### src/rtl/arb_pkg.sv
// rtl/arb_pkg.sv - shared types and helpers for the per-TX-port round-robin arbiter
//
// Purpose: holds the arbiter state encoding and the modular index increment
// used when advancing the round-robin pointer past the port just served.
// Contents:
//   arb_state_t : IDLE / BUSY / DONE / RELEASE, 2 bits
//   next_idx()  : (idx + 1) mod ports
package arb_pkg;

  typedef enum logic [1:0] {
    IDLE    = 2'd0,
    BUSY    = 2'd1,
    DONE    = 2'd2,
    RELEASE = 2'd3
  } arb_state_t;

  // Written as a compare rather than '%' so it maps to an incrementer and a mux.
  function automatic int next_idx(input int idx, input int ports);
    return (idx + 1 >= ports) ? 0 : idx + 1;
  endfunction

endpackage

### src/rtl/rr_pick.sv
// rtl/rr_pick.sv - combinational round-robin priority picker
//
// Purpose: finds the first set request bit searching upward from ptr,
// wrapping from PORTS-1 back to 0.
// Ports:
//   reqs   in  PORTS      request vector
//   ptr    in  PORT_BITS  search start index, always < PORTS
//   any    out 1          at least one request bit is set
//   winner out PORT_BITS  index of the chosen request (0 when any=0)
module rr_pick #(
  parameter int PORTS     = 5,
  parameter int PORT_BITS = 8
) (
  input  logic [PORTS-1:0]     reqs,
  input  logic [PORT_BITS-1:0] ptr,
  output logic                 any,
  output logic [PORT_BITS-1:0] winner
);

  always_comb begin
    any    = 1'b0;
    winner = '0;
    for (int k = 0; k < PORTS; k++) begin
      int               idx;
      logic [PORTS-1:0] rot;
      idx = (int'(ptr) + k) % PORTS;
      rot = reqs >> idx;
      // Only the first hit in search order may claim the grant.
      if (!any && rot[0]) begin
        any    = 1'b1;
        winner = PORT_BITS'(idx);
      end
    end
  end

endmodule

### src/rtl/rr_port_arbiter.sv
// rtl/rr_port_arbiter.sv - per-TX-port round-robin switch arbiter with req/ack relay
//
// Purpose: grants one RX requester per packet in round-robin order, relays the
// four-phase req/ack handshake between that RX port and the TX port, and drives
// the select index that steers the router data/address muxes.
// Ports:
//   clk      in  1          rising-edge clock
//   reset    in  1          synchronous, active-high
//   reqs_in  in  PORTS      bit j: RX j requests this TX port
//   acks_in  out PORTS      bit j: acknowledge to RX j (only bit [selected] may be set)
//   req_out  out 1          request to the TX port
//   ack_out  in  1          TX port reports packet transfer complete
//   selected out PORT_BITS  granted RX index, zero-extended
//   active   out 1          grant held, selected valid
// Build option: define ARB_TRACE_EN to print simulation-only grant/release lines.
module rr_port_arbiter
  import arb_pkg::*;
#(
  parameter int ID        = 0,
  parameter int PORTS     = 5,
  parameter int PORT_BITS = 8
) (
  input  logic                 clk,
  input  logic                 reset,
  input  logic [PORTS-1:0]     reqs_in,
  output logic [PORTS-1:0]     acks_in,
  output logic                 req_out,
  input  logic                 ack_out,
  output logic [PORT_BITS-1:0] selected,
  output logic                 active
);

  if (PORTS < 2 || PORTS > (1 << PORT_BITS) || ID < 0) begin : g_bad_cfg
    $error("rr_port_arbiter: PORTS must be 2..2**PORT_BITS and ID non-negative");
  end

  arb_state_t           state, state_n;
  logic [PORT_BITS-1:0] rr_ptr, rr_ptr_n;
  logic [PORT_BITS-1:0] selected_n;
  logic [PORTS-1:0]     acks_n;
  logic                 req_n;
  logic                 active_n;

  logic                 pick_any;
  logic [PORT_BITS-1:0] pick_winner;
  logic [PORTS-1:0]     sel_rot;
  logic                 sel_req;

  rr_pick #(
    .PORTS     (PORTS),
    .PORT_BITS (PORT_BITS)
  ) u_pick (
    .reqs   (reqs_in),
    .ptr    (rr_ptr),
    .any    (pick_any),
    .winner (pick_winner)
  );

  // Request bit of the granted RX port; shifting avoids a wide index select.
  assign sel_rot = reqs_in >> selected;
  assign sel_req = sel_rot[0];

  always_ff @(posedge clk) begin
    if (reset) begin
      state    <= IDLE;
      rr_ptr   <= '0;
      selected <= '0;
      acks_in  <= '0;
      req_out  <= 1'b0;
      active   <= 1'b0;
    end else begin
      state    <= state_n;
      rr_ptr   <= rr_ptr_n;
      selected <= selected_n;
      acks_in  <= acks_n;
      req_out  <= req_n;
      active   <= active_n;
    end
  end

  always_comb begin
    state_n    = state;
    rr_ptr_n   = rr_ptr;
    selected_n = selected;
    acks_n     = acks_in;
    req_n      = req_out;
    active_n   = active;
    case (state)
      IDLE: begin
        if (pick_any) begin
          selected_n = pick_winner;
          active_n   = 1'b1;
          req_n      = 1'b1;
          state_n    = BUSY;
        end
      end
      BUSY: begin
        // Completion wins over a simultaneous withdrawal.
        if (ack_out) begin
          acks_n  = PORTS'(1) << selected;
          state_n = DONE;
        end else if (!sel_req) begin
          req_n   = 1'b0;
          state_n = RELEASE;
        end
      end
      DONE: begin
        if (!sel_req) begin
          req_n   = 1'b0;
          acks_n  = '0;
          state_n = RELEASE;
        end
      end
      RELEASE: begin
        if (!ack_out) begin
          active_n = 1'b0;
          rr_ptr_n = PORT_BITS'(next_idx(int'(selected), PORTS));
          state_n  = IDLE;
        end
      end
      default: state_n = IDLE;
    endcase
  end

`ifdef ARB_TRACE_EN
  always_ff @(posedge clk) begin
    if (!reset) begin
      if (state == IDLE && pick_any)
        $display("Arbiter %0d: grant RX %0d", ID, pick_winner);
      if (state == RELEASE && !ack_out)
        $display("Arbiter %0d: release RX %0d", ID, selected);
    end
  end
`else
`endif

endmodule

### config.mk
export PLATFORM = sky130hd
export DESIGN_NAME = rr_port_arbiter
export DESIGN_NICKNAME = d
export VERILOG_FILES = /design/src/rtl/arb_pkg.sv /design/src/rtl/rr_pick.sv /design/src/rtl/rr_port_arbiter.sv
export SDC_FILE = /design/constraint.sdc
export NUM_CORES = 1
export LEC_CHECK = 0
export CORE_AREA = 2 2 157 128
export CTS_BUF_LIST = sky130_fd_sc_hd__clkbuf_4
export DETAILED_ROUTE_END_ITERATION = 16
export DIE_AREA = 0 0 159 130
export PLACE_DENSITY = 0.72
export SLEW_MARGIN = 25
export SYNTH_ARGS = -nofsm -noshare
export SYNTH_HDL_FRONTEND = slang
export SYNTH_HIERARCHICAL = 1
export SYNTH_SLANG_ARGS = --single-unit
export TNS_END_PERCENT = 1
### constraint.sdc
create_clock -name clk -period 13.21 [get_ports clk]
set_input_delay 1.321 -clock clk [delete_from_list [all_inputs] [get_ports clk]]
set_output_delay 1.321 -clock clk [all_outputs]
set_load 0.01 [all_outputs]
## Word-level counts from Yosys, hierarchy flattened

Cells that the tools add are included.

| word-level totals | value |
|---|---|
| latch bits | 0 |
| bits of input ports | 8 |
| logic and storage cells | 76 |
| register bits after elaboration | 25 |
| bits in writable memories | 0 |
| bits in read-only memories | 0 |
| memories | 0 |
| output and inout bits | 15 |

| cells by class | value |
|---|---|
| multiplexer cells | 25 |
| magnitude comparators | 1 |
| add/subtract/negate cells | 5 |
| reductions and logical operators | 18 |
| divide/modulo/power cells | 5 |
| equality and inequality tests | 8 |
| bitwise operators | 1 |
| $mul | 0 |
| shifts and indexed selects | 7 |

Operators with widths:

| cell | number |
|---|---|
| $shr 5x32->1 | 5 |
| $mod 32x4->32 const B | 4 |
| $mux 8 | 6 |
| $mod 9x4->32 const B | 1 |
| $add 8x1->9 const B | 2 |
| $add 8x2->9 const B | 2 |
| $mux 5 | 2 |
| $ne 2x2->1 const B | 5 |
| $pmux 5 s2 | 1 |
| $add 8x3->9 const B | 1 |
| $ge 9x3->1 const B | 1 |
| $mux 1 | 9 |
| $reduce_and 3->1 | 3 |
| $mux 2 | 4 |
| $pmux 2 s4 | 1 |
| $shl 1x8->5 const A | 1 |
| $shr 5x8->1 | 1 |
| $reduce_and 2->1 | 3 |
| $eq 2x2->1 const B | 2 |
| $logic_and 1x1->1 | 4 |
| $logic_not 1->1 | 4 |
| $reduce_bool 2->1 | 2 |
| $pmux 1 s3 | 1 |
| $reduce_bool 3->1 | 1 |
| other kinds (4) | 4 |

## Longest topological paths before layout

Gate-level depths: netlist of the first run.

| depth | value |
|---|---|
| depth in word-level cells | 17 |
| gate-level depth with buffers | 38 |
| depth with buffers taken out | 35 |

## Hierarchy

Netlist of the first run, hierarchy kept.

Modules (own cells, without submodules):

| module | times used | sequential area each (sq um) | area each (sq um) | cells an instance |
|---|---|---|---|---|
| rr_pick | 1 | 0.0 | 8219.1 | 1238 |
| rr_port_arbiter | 1 | 500.5 | 1213.7 | 139 |

## Worst setup path before layout of the first run

No wires, ideal clock.

| timing | value |
|---|---|
| path type | reg-to-reg |
| from | register rr_ptr[1] |
| to | register state[0] |
| arrival | 8.096 ns |
| stages on the path, launching flop included | 36 |
| buffers on the path | 4 |
| path slack | 5.040 ns |
| clock period less this slack | 8.170 ns |
| data required time | 13.136 ns |
| library setup time | 0.074 ns |
| path through | dfxtp_1 ha_1 clkbuf_1 nand2_1 or2_1 clkbuf_1 clkbuf_1 o21ai_1 nor2_1 inv_1 ha_1 nand2b_1 a2111oi_0 a2111oi_0 a2111oi_2 nand4bb_1 a211oi_1 xnor2_1 ha_1 and4_1 or4_1 clkbuf_1 or4_1 o211ai_1 o311ai_2 xnor2_1 mux2_2 o311a_1 inv_1 nand3_1 or2_1 nor2b_1 a21o_1 a2111oi_0 a211o_1 a31oi_1 |

| on the way | value |
|---|---|
| cells in the longest elaborated chain, start to end | 17 |
| elaborated cells between the ends (all ways) | 29 |
| those cells by class | 4 x add/sub; 5 x div; 1 x eq/ne; 5 x shift; 5 x mux; 9 x reduce/logical |

Ends and longest elaborated chain:

| element | line | source |
|---|---|---|
| from (decl) | rr_port_arbiter.sv:38 | `logic [PORT_BITS-1:0] rr_ptr, rr_ptr_n;` |
| from (signal assigned) | rr_port_arbiter.sv:73 | `rr_ptr <= rr_ptr_n;` |
| branches (longest 14 deep; another with $mod 32x4->32) | - |  |
| $mux 1 (*) | rr_pick.sv:29 | `if (!any && rot[0]) begin` |
| via pick_any | rr_port_arbiter.sv:44 | `logic pick_any;` |
| $ne 2x2->1 (no source line) (*) | - |  |
| $reduce_and 2->1 (no source line) (*) | - |  |
| to (signal assigned) | rr_port_arbiter.sv:72 | `state <= state_n;` |
| to (decl) | rr_port_arbiter.sv:37 | `arb_state_t state, state_n;` |

Mark *: on every way through the listed nets, which the timed path passes.
A chain may end at the register's enable or synchronous reset.

## Worst setup path after layout of the first run

| timing | value |
|---|---|
| from | register rr_ptr[3] |
| to | register state[0] |

Same word-level chain as after synthesis.

==> results of run 1 <==
worst paths after layout:
| kind | end | slack (ps) | depth (start not counted) |
|---|---|---|---|
| hold reg to reg | acks_in[3]$_SDFFE_PP0P_ | 490 | 2 |
| hold / removal | acks_in[3]$_SDFFE_PP0P_ | 490 | 2 |
| setup reg to reg | state[0]$_SDFFE_PP0P_ | 2700 | 35 |
| setup / recovery | state[0]$_SDFFE_PP0P_ | 2700 | 35 |
cell type report:
type	instances	area, um^2
fill	1941	9706
multi-input combinational	1217	8305
sequential	25	503.0
tap	264	330.3
timing repair buffer	32	295.3
inverter	45	168.9
clock buffer	3	22.52
clock inverter	1	7.507
cell usage in the layout, fill, tap and decap left out, types with 10 or more instances in the layout:
cell type and instances:
and2_1 25, and3_1 21, ha_1 43, nand2_1 107
a22oi_1 10, nor2_1 110, mux2_2 20, clkdlybuf4s50_1 22
nor2b_1 16, a31oi_1 28, o21a_1 17, a311oi_1 10
o31ai_1 21, xor2_1 12, o21ai_0 66, o221ai_1 13
nand2b_1 26, nor4_1 22, buf_4 10, o22ai_1 14
or4_1 11, o211ai_1 21, a211oi_1 26, or2_2 10
a2111oi_0 13, a21o_1 16, nand3_1 55, inv_1 40
a221oi_1 13, nor3_1 58, dfxtp_1 23, xnor2_1 52
mux2i_1 20, a21oi_1 99, a211o_1 15, nand4_1 22
state kept, by name (all words and copies together) (netlist names):
name / count
selected: 8
req_out: 1
rr_ptr: 8
state: 2
active: 1
acks_in: 5
cell families (layout without fill, tap and decap cells):
family	Yosys count	after routing	share of synthesized area
buffers and inverters	139	81	0.06871
other	1	5	0.0003975
xor gates and xnor gates	66	66	0.06354
and+or+nand+nor	543	543	0.3047
adders and majority gates	49	49	0.06340
muxes	40	40	0.04510
DFF	25	25	0.05306
AOI/OAI and AO/OA	514	514	0.4011
metrics by stage:
| stage | setup slack (ps) | hold slack (ps) | utilization | std cells |
|---|---|---|---|---|
| 2_1_floorplan | 5040 | 483.1 | - | 1381 |
| 3_3_place_gp | 3204 | 466.0 | 0.4962 | 1583 |
| 3_5_place_dp | 2994 | 470.0 | 0.4962 | 1583 |
| 4_1_cts | 2961 | 494.5 | 0.4978 | 1587 |
| 5_1_grt | 1801 | 507.2 | 0.4981 | 1587 |
| 6_report | 2696 | 491.3 | 0.4981 | 1587 |
power by group through the flow:
stage / sequential (mW) / clock [mW] / combinational, mW
CTS: 0.0890 / 0.0425 / 0.0844
global route: 0.0901 / 0.0451 / 0.0933
detailed placement: 0.0907 / 0 / 0.0839
floorplan: 0.0909 / 0 / 0.0563
global placement: 0.0905 / 0 / 0.0822
finish: 0.0893 / 0.0430 / 0.0858
critical path: cells and delay by family, from the launching register on:
family,cells,cell delay [ps]
buf+inv,1,320
compound gates,11,1910
flops,1,350
fa+ha+maj,5,2180
simple gates,14,4170
mux,2,750
xor+xnor,2,700
metal layers:
layer | global-route usage | vias to the layer above | wire (um)
met5 | 0 | - | 0
li1 | - | 5260 | -
met1 | 0.3839 | 5150 | 13370
met3 | 0.02861 | 50 | 2608
met4 | 0.06257 | 0 | 522
met2 | 0.4417 | 579 | 13100
==> key figures, run 1 <==
Layout
  – Layout Nets: about 1.4k
  – Design area: 9633 um^2
  – Area growth syn-to-layout: 2.122%
  – Share of cells above drive strength 1: 0.06727
  – Number of diodes: 0

Synth
  – Sequential area share after synthesis: 0.05306
  – Largest cells by area after synthesis: ha_1, dfxtp_1, a21oi_1
  – Async set-reset flop share out of synthesis: 0
  – Number of synthesized register bits: 25
  – Top_reg_cell synth: dfxtp_1
  – Synth Area per Inst: just under 7 um^2
  – Cell taking the most area after synthesis: ha_1
  – Synth cell count leaders: nor2_1, nand2_1, a21oi_1
  – Post-synth EDFFs: 0
  – Top-area cell type share of the netlist area: 0.05704
  – Area of the mapped netlist: 9433 um^2
  – Most frequent cell after synthesis: nor2_1
  – Synth warnings: 6
  – Cells after synthesis: approximately 1.4k
  – Count of different cell masters after synthesis: 108

Detailed routing
  – Via density: 6.956
  – Remaining DRCs: 0
  – Initial drt markers: about 1.6k
  – Detailed-route wire length per cell: between 15 and 20 um
  – Routed Antenna Nets: 0
  – Number of detailed-route iterations in the first pass: 7
  – Vias: around 11k
  – Total Routed Length: 29600 um

Clock tree
  – Bufs on Longest Clock Path: 2
  – Cts bufs inserted: 3
  – H-tree lvl count: 1
  – Post-cts resize count: 0
  – CTS root buf: clkbuf_4
  – Clock-pin slew on the worst setup and hold paths: around 180 ps
  – Setup Buffers After CTS: 0
  – Cts hold-fix bufs: 0
  – CTS Sinks: 25
  – CTS tree: yes
  – Clk Latency, worst-skew pair: 350 ps

STA
  – Unrepaired setup endpoints after global routing: false
  – TNS Setup: 0 ps
  – Slew headroom: 0.3083
  – Slew Limit Fails: 0
  – Final setup viols: 0
  – Min cycle time layout: between 10000 and 15000 ps
  – Max Freq: 0.09511 GHz
  – Final hold vios: 0
  – Final period utilization: 0.7959
  – Tightest Pin Transition: just over 1000 ps
  – Clk_skew: between 1.5 and 2 ps

Global routing
  – Pin count of the biggest net entering global routing: ~60
  – Initial antenna violation count: 0
  – Vias in the first global route: 9567
  – Overall Global Routing Usage: 0.2700
  – Total grt overflow: 0
  – First-pass GRT wire length: 47960 um

Power and ir drop
  – Power per cell area: around 23 nW/um^2
  – Clock Power Share: 0.197
  – Internal: 0.1307 mW
  – Psw: roughly 0.087 mW
  – Comb power frac: 0.394
  – Final Power: 0.2181 mW
  – Peak supply drop: approximately 39 uV
  – Seq pwr share: 0.409
  – Leakage Power: 3.481 nW
  – Sw frac: 0.4004

Setup path
  – Worst-path maximum fanout: 34
  – Most frequent CP cell: ha_1
  – Worst Path Arrival: 10780 ps
  – Worst Path Required: about 13000 ps
  – Slowest stage delay, CP: 870 ps
  – Crit Reg-Reg Startpoint: rr_ptr[3]$_SDFFE_PP0P_
  – CP Launch Point: rr_ptr[3]$_SDFFE_PP0P_
  – Startpoint types: flop
  – Slowest stage cell, crit path: ha_1
  – Critical path capture point type: flop
  – Worst Setup Path Type: reg -> reg

Floorplanning
  – Core ar.: around 19000 um^2
  – FP Rows: 46
  – Die area: 20670 um^2
  – Initial Util: 0.4878
  – Height of the die: approximately 130 um
  – Ports: 23
  – Die X: 159 um

Run status
  – Status: finished clean

Worst hold path
  – Hold/Removal Path Class: reg -> reg
  – Worst hold start: acks_in[3]$_SDFFE_PP0P_

Place
  – Detail Placement HPWL: between 20000 and 25000 um
  – Number of port buffers: 22
  – Placed inst area: about 9600 um^2
  – RD Place Congestion: 1.003

Flow run
  – Max_cap viols: 0
Power figures use the tool's default switching activity.
==> run 2, diff against run 1 <==
==> constraint.sdc (replaced) <==
create_clock -name clk -period 10.7 [get_ports clk]
set_input_delay 1.07 -clock clk [delete_from_list [all_inputs] [get_ports clk]]
set_output_delay 1.07 -clock clk [all_outputs]
set_load 0.01 [all_outputs]
==> run 2 against run 1 <==
Net effect:
- die area is the same
- global-route usage hardly changed
- critical path depth shrank 3
- worst hold slack worse by 5.9 ps
- maximum frequency up 6.9%
- core utilization up 0.14 points
- non-clock buffer count is 3 higher
- sequential share of layout area about the same
- final cell count increased by 0.25%
- worst setup slack worse by 1800 ps
- routed wire length about the same
- clock skew up 7.2 ps
==> key figures, run 2 (synthesis results as in run 1) <==
Run status
  – Status: finished clean

Floorplanning
  – Height of the die: 130 um
  – Ports: 23
  – Die area: slightly above 20000 um^2
  – FP Rows: 46
  – Die X: 159 um
  – Core ar.: a little under 20000 um^2
  – Initial Util: 0.4878

Layout
  – Commonest non-fill, non-tap cell in the layout: nor2_1
  – Non-Filler Instances: 1591
  – Commonest non-fill, non-tap cells in the layout: nor2_1, nand2_1, a21oi_1
  – Layout Nets: 1378
  – Top flop regs: rr_ptr: 8 flops, selected: 8 flops, acks_in: 5 flops
  – Util after Layout: 0.4995
  – Area growth syn-to-layout: 2.401%
  – Share of cells above drive strength 1: 0.07014

Detailed routing
  – Detailed-route wire length per cell: between 15 and 20 um
  – Vias: 11.24k
  – Via density: slightly above 7
  – Routed Antenna Nets: 0
  – Initial drt markers: 1522
  – Total Routed Length: 29620 um
  – Remaining DRCs: 0
  – Number of detailed-route iterations in the first pass: 6

STA
  – Max Freq: 0.1017 GHz
  – Min cycle time layout: 9835 ps
  – Slew Limit Fails: 0
  – TNS Setup: 0 ps
  – Tightest Pin Transition: 1053 ps
  – Setup ws final: 865.1 ps
  – Final hold vios: 0
  – Clk_skew: 9.103 ps
  – Final setup viols: 0
  – Unrepaired setup endpoints after global routing: false
  – Final period utilization: 0.9192
  – Slew headroom: 0.2932

Setup path
  – Worst Setup Path Type: reg -> reg
  – Worst Path Required: 11000 ps
  – Worst-path maximum fanout: 21
  – Most frequent CP cell: inv_1
  – Slowest stage delay, CP: about 800 ps
  – Critical path capture point type: flop
  – Slowest stage cell, crit path: dfxtp_1
  – Worst Path Arrival: between 10000 and 15000 ps
  – Startpoint types: flop

Global routing
  – Vias in the first global route: between 9k and 10k
  – Total grt overflow: 0
  – Initial antenna violation count: 0
  – First-pass GRT wire length: just under 50000 um
  – Pin count of the biggest net entering global routing: 39
  – Overall Global Routing Usage: 0.2699

Clock tree
  – Bufs on Longest Clock Path: 2
  – Setup Buffers After CTS: 0
  – Cts hold-fix bufs: 0
  – CTS root buf: clkbuf_4
  – Cts bufs inserted: 3
  – H-tree lvl count: 1
  – Clock-pin slew on the worst setup and hold paths: 170 ps
  – CTS tree: yes
  – Clk Latency, worst-skew pair: 350 ps
  – CTS Sinks: 25

Place
  – Number of port buffers: 22
  – Placed instance count: 1586
  – Post-Place Setup Slack: 877.1 ps
  – Detail Placement HPWL: 22310 um
  – RD Place Congestion: 0.9895

Worst hold path
  – Hold/Removal Path Class: reg -> reg

Power and ir drop
  – Power per cell area: ~27 nW/um^2
  – Leakage Power: 3.497 nW
  – Peak supply drop: around 52 uV

Flow run
  – Max_cap viols: 0
[run 2: worst paths after layout]
| check | to | slack, ps | from | cells past startpoint |
|---|---|---|---|---|
| setup / recovery | state[0]$_SDFFE_PP0P_ | 870 | rr_ptr[5]$_SDFFE_PP0P_ | 32 |
| hold / removal | acks_in[2]$_SDFFE_PP0P_ | 490 | acks_in[2]$_SDFFE_PP0P_ | 2 |
| setup reg to reg | state[0]$_SDFFE_PP0P_ | 870 | rr_ptr[5]$_SDFFE_PP0P_ | 32 |
| hold reg to reg | acks_in[2]$_SDFFE_PP0P_ | 490 | acks_in[2]$_SDFFE_PP0P_ | 2 |
[run 2: routing by layer]
metal,vias to the layer above,share of wire,track usage
li1,5271,-,-
met1,5225,0.45,0.3921
met2,670,0.43,0.4366
met3,71,0.10,0.02638
met4,0,0.017,0.05294
met5,-,0,0
[run 2: where the power goes]
group          internal, mW  total [mW]  switching [mW]
clock network        0.0144      0.0502          0.0358
registers             0.101       0.110         0.00933
logic                0.0462       0.105          0.0588
[run 2: timing repair]
action | in CTS | in global routing
gates resized for setup | 0 | 1
setup endpoints to repair | 0 | 3
hold endpoints to repair | 0 | 0
[run 2: final cells by class]
class / instances / area (um^2)
antenna: 1 / 2.502
clock buffer: 3 / 22.52
clock inverter: 1 / 7.507
fill: 1904 / 9679
inverter: 45 / 168.9
multi-input combinational: 1217 / 8305
sequential: 25 / 504.2
tap: 264 / 330.3
timing repair buffer: 35 / 317.8
[run 2: per-stage QoR]
step | hold WS [ps] | power, mW | instance area, um^2
detailed placement | 466.7 | 0.2150 | 9619
floorplan | 483.1 | 0.1818 | 9448
global placement | 464.0 | 0.2134 | 9619
CTS | 490.2 | 0.2657 | 9649
finish | 485.5 | 0.2655 | 9659
global route | 522.3 | 0.2827 | 9657
[run 2: worst max-delay path, delay by kind of cell, from the launching register on]
kind / cells / cell delay, ps
AO/OA/AOI/OAI: 12 / 3580
XOR/XNOR: 1 / 180
adder cells (fa/ha/maj): 2 / 530
buffers and inverters: 3 / 230
flip-flops: 1 / 790
AND/OR/NAND/NOR: 14 / 4460
==> run 3, diff against run 2 <==
--- a/config.mk
+++ b/config.mk
@@ -10,7 +10,7 @@
 export DETAILED_ROUTE_END_ITERATION = 16
 export DIE_AREA = 0 0 159 130
 export PLACE_DENSITY = 0.72
-export SLEW_MARGIN = 25
+export SLEW_MARGIN = 20
 export SYNTH_ARGS = -nofsm -noshare
 export SYNTH_HDL_FRONTEND = slang
 export SYNTH_HIERARCHICAL = 1
==> run 3 against run 2 <==
Net effect:
- non-clock buffer count stayed put
- routed wire length down 0.28%
- clock power is essentially flat
- worst setup slack improved by 15 ps
- worst hold slack barely moved
- clock skew shrank 1.3 ps
- global-route usage stayed put
- total power is essentially flat
- critical endpoint unchanged
- largest cell class unchanged
==> key figures, run 3 (synthesis results as in run 1) <==
Run status
  – Status: finished clean

STA
  – Slew headroom: 0.3048
  – Slew Limit Fails: 0
  – Clk_skew: 7.808 ps
  – TNS Setup: 0 ps
  – Final hold vios: 0
  – Final period utilization: 0.9177
  – Tightest Pin Transition: about 1000 ps
  – Final setup viols: 0
  – Unrepaired setup endpoints after global routing: false
  – Setup ws final: 880.1 ps
  – Min cycle time layout: 9820 ps
  – Max Freq: around 0.1 GHz

Flow run
  – Max_cap viols: 0

Detailed routing
  – Total Routed Length: 29530 um
  – Via density: 7.036
  – Vias: 11.19k
  – Initial drt markers: 1441
  – Remaining DRCs: 0
  – Routed Antenna Nets: 0
  – Detailed-route wire length per cell: roughly 19 um
  – Number of detailed-route iterations in the first pass: 7

Global routing
  – First-pass GRT wire length: slightly below 50000 um
  – Pin count of the biggest net entering global routing: 39
  – Initial antenna violation count: 0
  – Overall Global Routing Usage: 0.2699
  – Total grt overflow: 0
  – Vias in the first global route: 9635

Setup path
  – Critical path capture point type: flop
  – Slowest stage cell, crit path: dfxtp_1
  – Worst Path Arrival: 10080 ps
  – Worst Setup Path Type: reg -> reg
  – Startpoint types: flop
  – Most frequent CP cell: ha_1
  – Worst-path maximum fanout: 21
  – Worst Path Required: ~11000 ps
  – Slowest stage delay, CP: 790 ps

Clock tree
  – Cts bufs inserted: 3
  – Clk Latency, worst-skew pair: 350 ps
  – CTS Sinks: 25
  – H-tree lvl count: 1
  – Cts hold-fix bufs: 0
  – Clock-pin slew on the worst setup and hold paths: roughly 170 ps
  – Setup Buffers After CTS: 0
  – CTS root buf: clkbuf_4
  – Post-cts resize count: 0
  – Bufs on Longest Clock Path: 2
  – CTS tree: yes

Layout
  – Commonest non-fill, non-tap cell in the layout: nor2_1
  – Design area: 9653 um^2
  – Top flop regs: rr_ptr: 8 flops, selected: 8 flops, acks_in: 5 flops
  – Commonest non-fill, non-tap cells in the layout: nor2_1, nand2_1, a21oi_1
  – Share of cells above drive strength 1: 0.06938
  – Layout Nets: 1378
  – Area growth syn-to-layout: 2.335%
  – Filler cells: 1903

Power and ir drop
  – Clock Power Share: 0.189
  – Peak supply drop: 52.38 uV
  – Final Power: 0.2655 mW
  – Comb power frac: 0.395
  – Power per cell area: 27.50 nW/um^2
  – Sw frac: 0.3916
  – Seq pwr share: 0.416
  – Internal: 0.1615 mW
  – Leakage Power: around 3.5 nW
  – Psw: just over 0.1 mW

Worst hold path
  – Hold/Removal Path Class: reg -> reg

Place
  – Post-Place Setup Slack: 877.1 ps
  – Number of port buffers: 22
  – Placed inst area: 9619 um^2
  – Detail Placement HPWL: 22310 um
  – RD Place Congestion: 0.9895

Floorplanning
  – Initial Util: 0.4878
  – Die X: 159 um
  – Ports: 23
  – FP Rows: 46
  – Core ar.: 19340 um^2
  – Height of the die: 130 um
  – Die area: 20670 um^2
-- run 3: cell types whose count changed in the layout (fill, tap and decap cells not counted) --
cell       delta
a2bb2oi_2     -1
a2bb2oi_1     +1
-- run 3: worst paths after layout --
path                           startpoint                 endpoint  slack, ps  depth (start not counted)
setup reg to reg   rr_ptr[5]$_SDFFE_PP0P_    state[0]$_SDFFE_PP0P_        880                         35
hold / removal    acks_in[2]$_SDFFE_PP0P_  acks_in[2]$_SDFFE_PP0P_        490                          2
hold reg to reg   acks_in[2]$_SDFFE_PP0P_  acks_in[2]$_SDFFE_PP0P_        490                          2
setup / recovery   rr_ptr[5]$_SDFFE_PP0P_    state[0]$_SDFFE_PP0P_        880                         35
-- run 3: layout make-up --
| cell class | count | area, um^2 | area share |
|---|---|---|---|
| clock inverter | 1 | 7.507 | 0.0007777 |
| timing repair buffer | 35 | 317.8 | 0.03292 |
| antenna | 1 | 2.502 | 0.0002592 |
| multi-input combinational | 1217 | 8299 | 0.8598 |
| tap | 264 | 330.3 | 0.03422 |
| clock buffer | 3 | 22.52 | 0.002333 |
| inverter | 45 | 168.9 | 0.01750 |
| sequential | 25 | 504.2 | 0.05224 |
-- run 3: metal layers --
metal	routed length (um)	share of wire	vias up	global-route usage
li1	-	-	5268	-
met1	13520	0.46	5242	0.3921
met2	12820	0.43	624	0.4366
met3	2726	0.092	60	0.02638
met4	471	0.016	0	0.05294
met5	0	0	-	0
-- run 3: power groups by stage --
stage | combinational (mW) | sequential [mW] | clock [mW]
global route | 0.116 | 0.112 | 0.0549
finish | 0.105 | 0.110 | 0.0502
global placement | 0.101 | 0.112 | 0
detailed placement | 0.103 | 0.112 | 0
floorplan | 0.0695 | 0.112 | 0
CTS | 0.103 | 0.110 | 0.0521
-- run 3: metrics by stage --
stage          cells    util  hold WS, ps
6_report        1591  0.4992        485.6
5_1_grt         1590  0.4990        522.3
4_1_cts         1590  0.4990        490.2
3_5_place_dp    1586  0.4974        466.7
3_3_place_gp    1586  0.4974        464.0
2_1_floorplan   1381       -        483.1
-- run 3: worst max-delay path: cells and delay by family, from the launching register on --
family	cells	cell delay, ps
buffers and inverters	1	230
adder cells (fa/ha/maj)	4	1320
AO/OA/AOI/OAI	12	2360
AND/OR/NAND/NOR	15	3940
XOR/XNOR	1	400
flip-flops	1	790
multiplexers	2	690
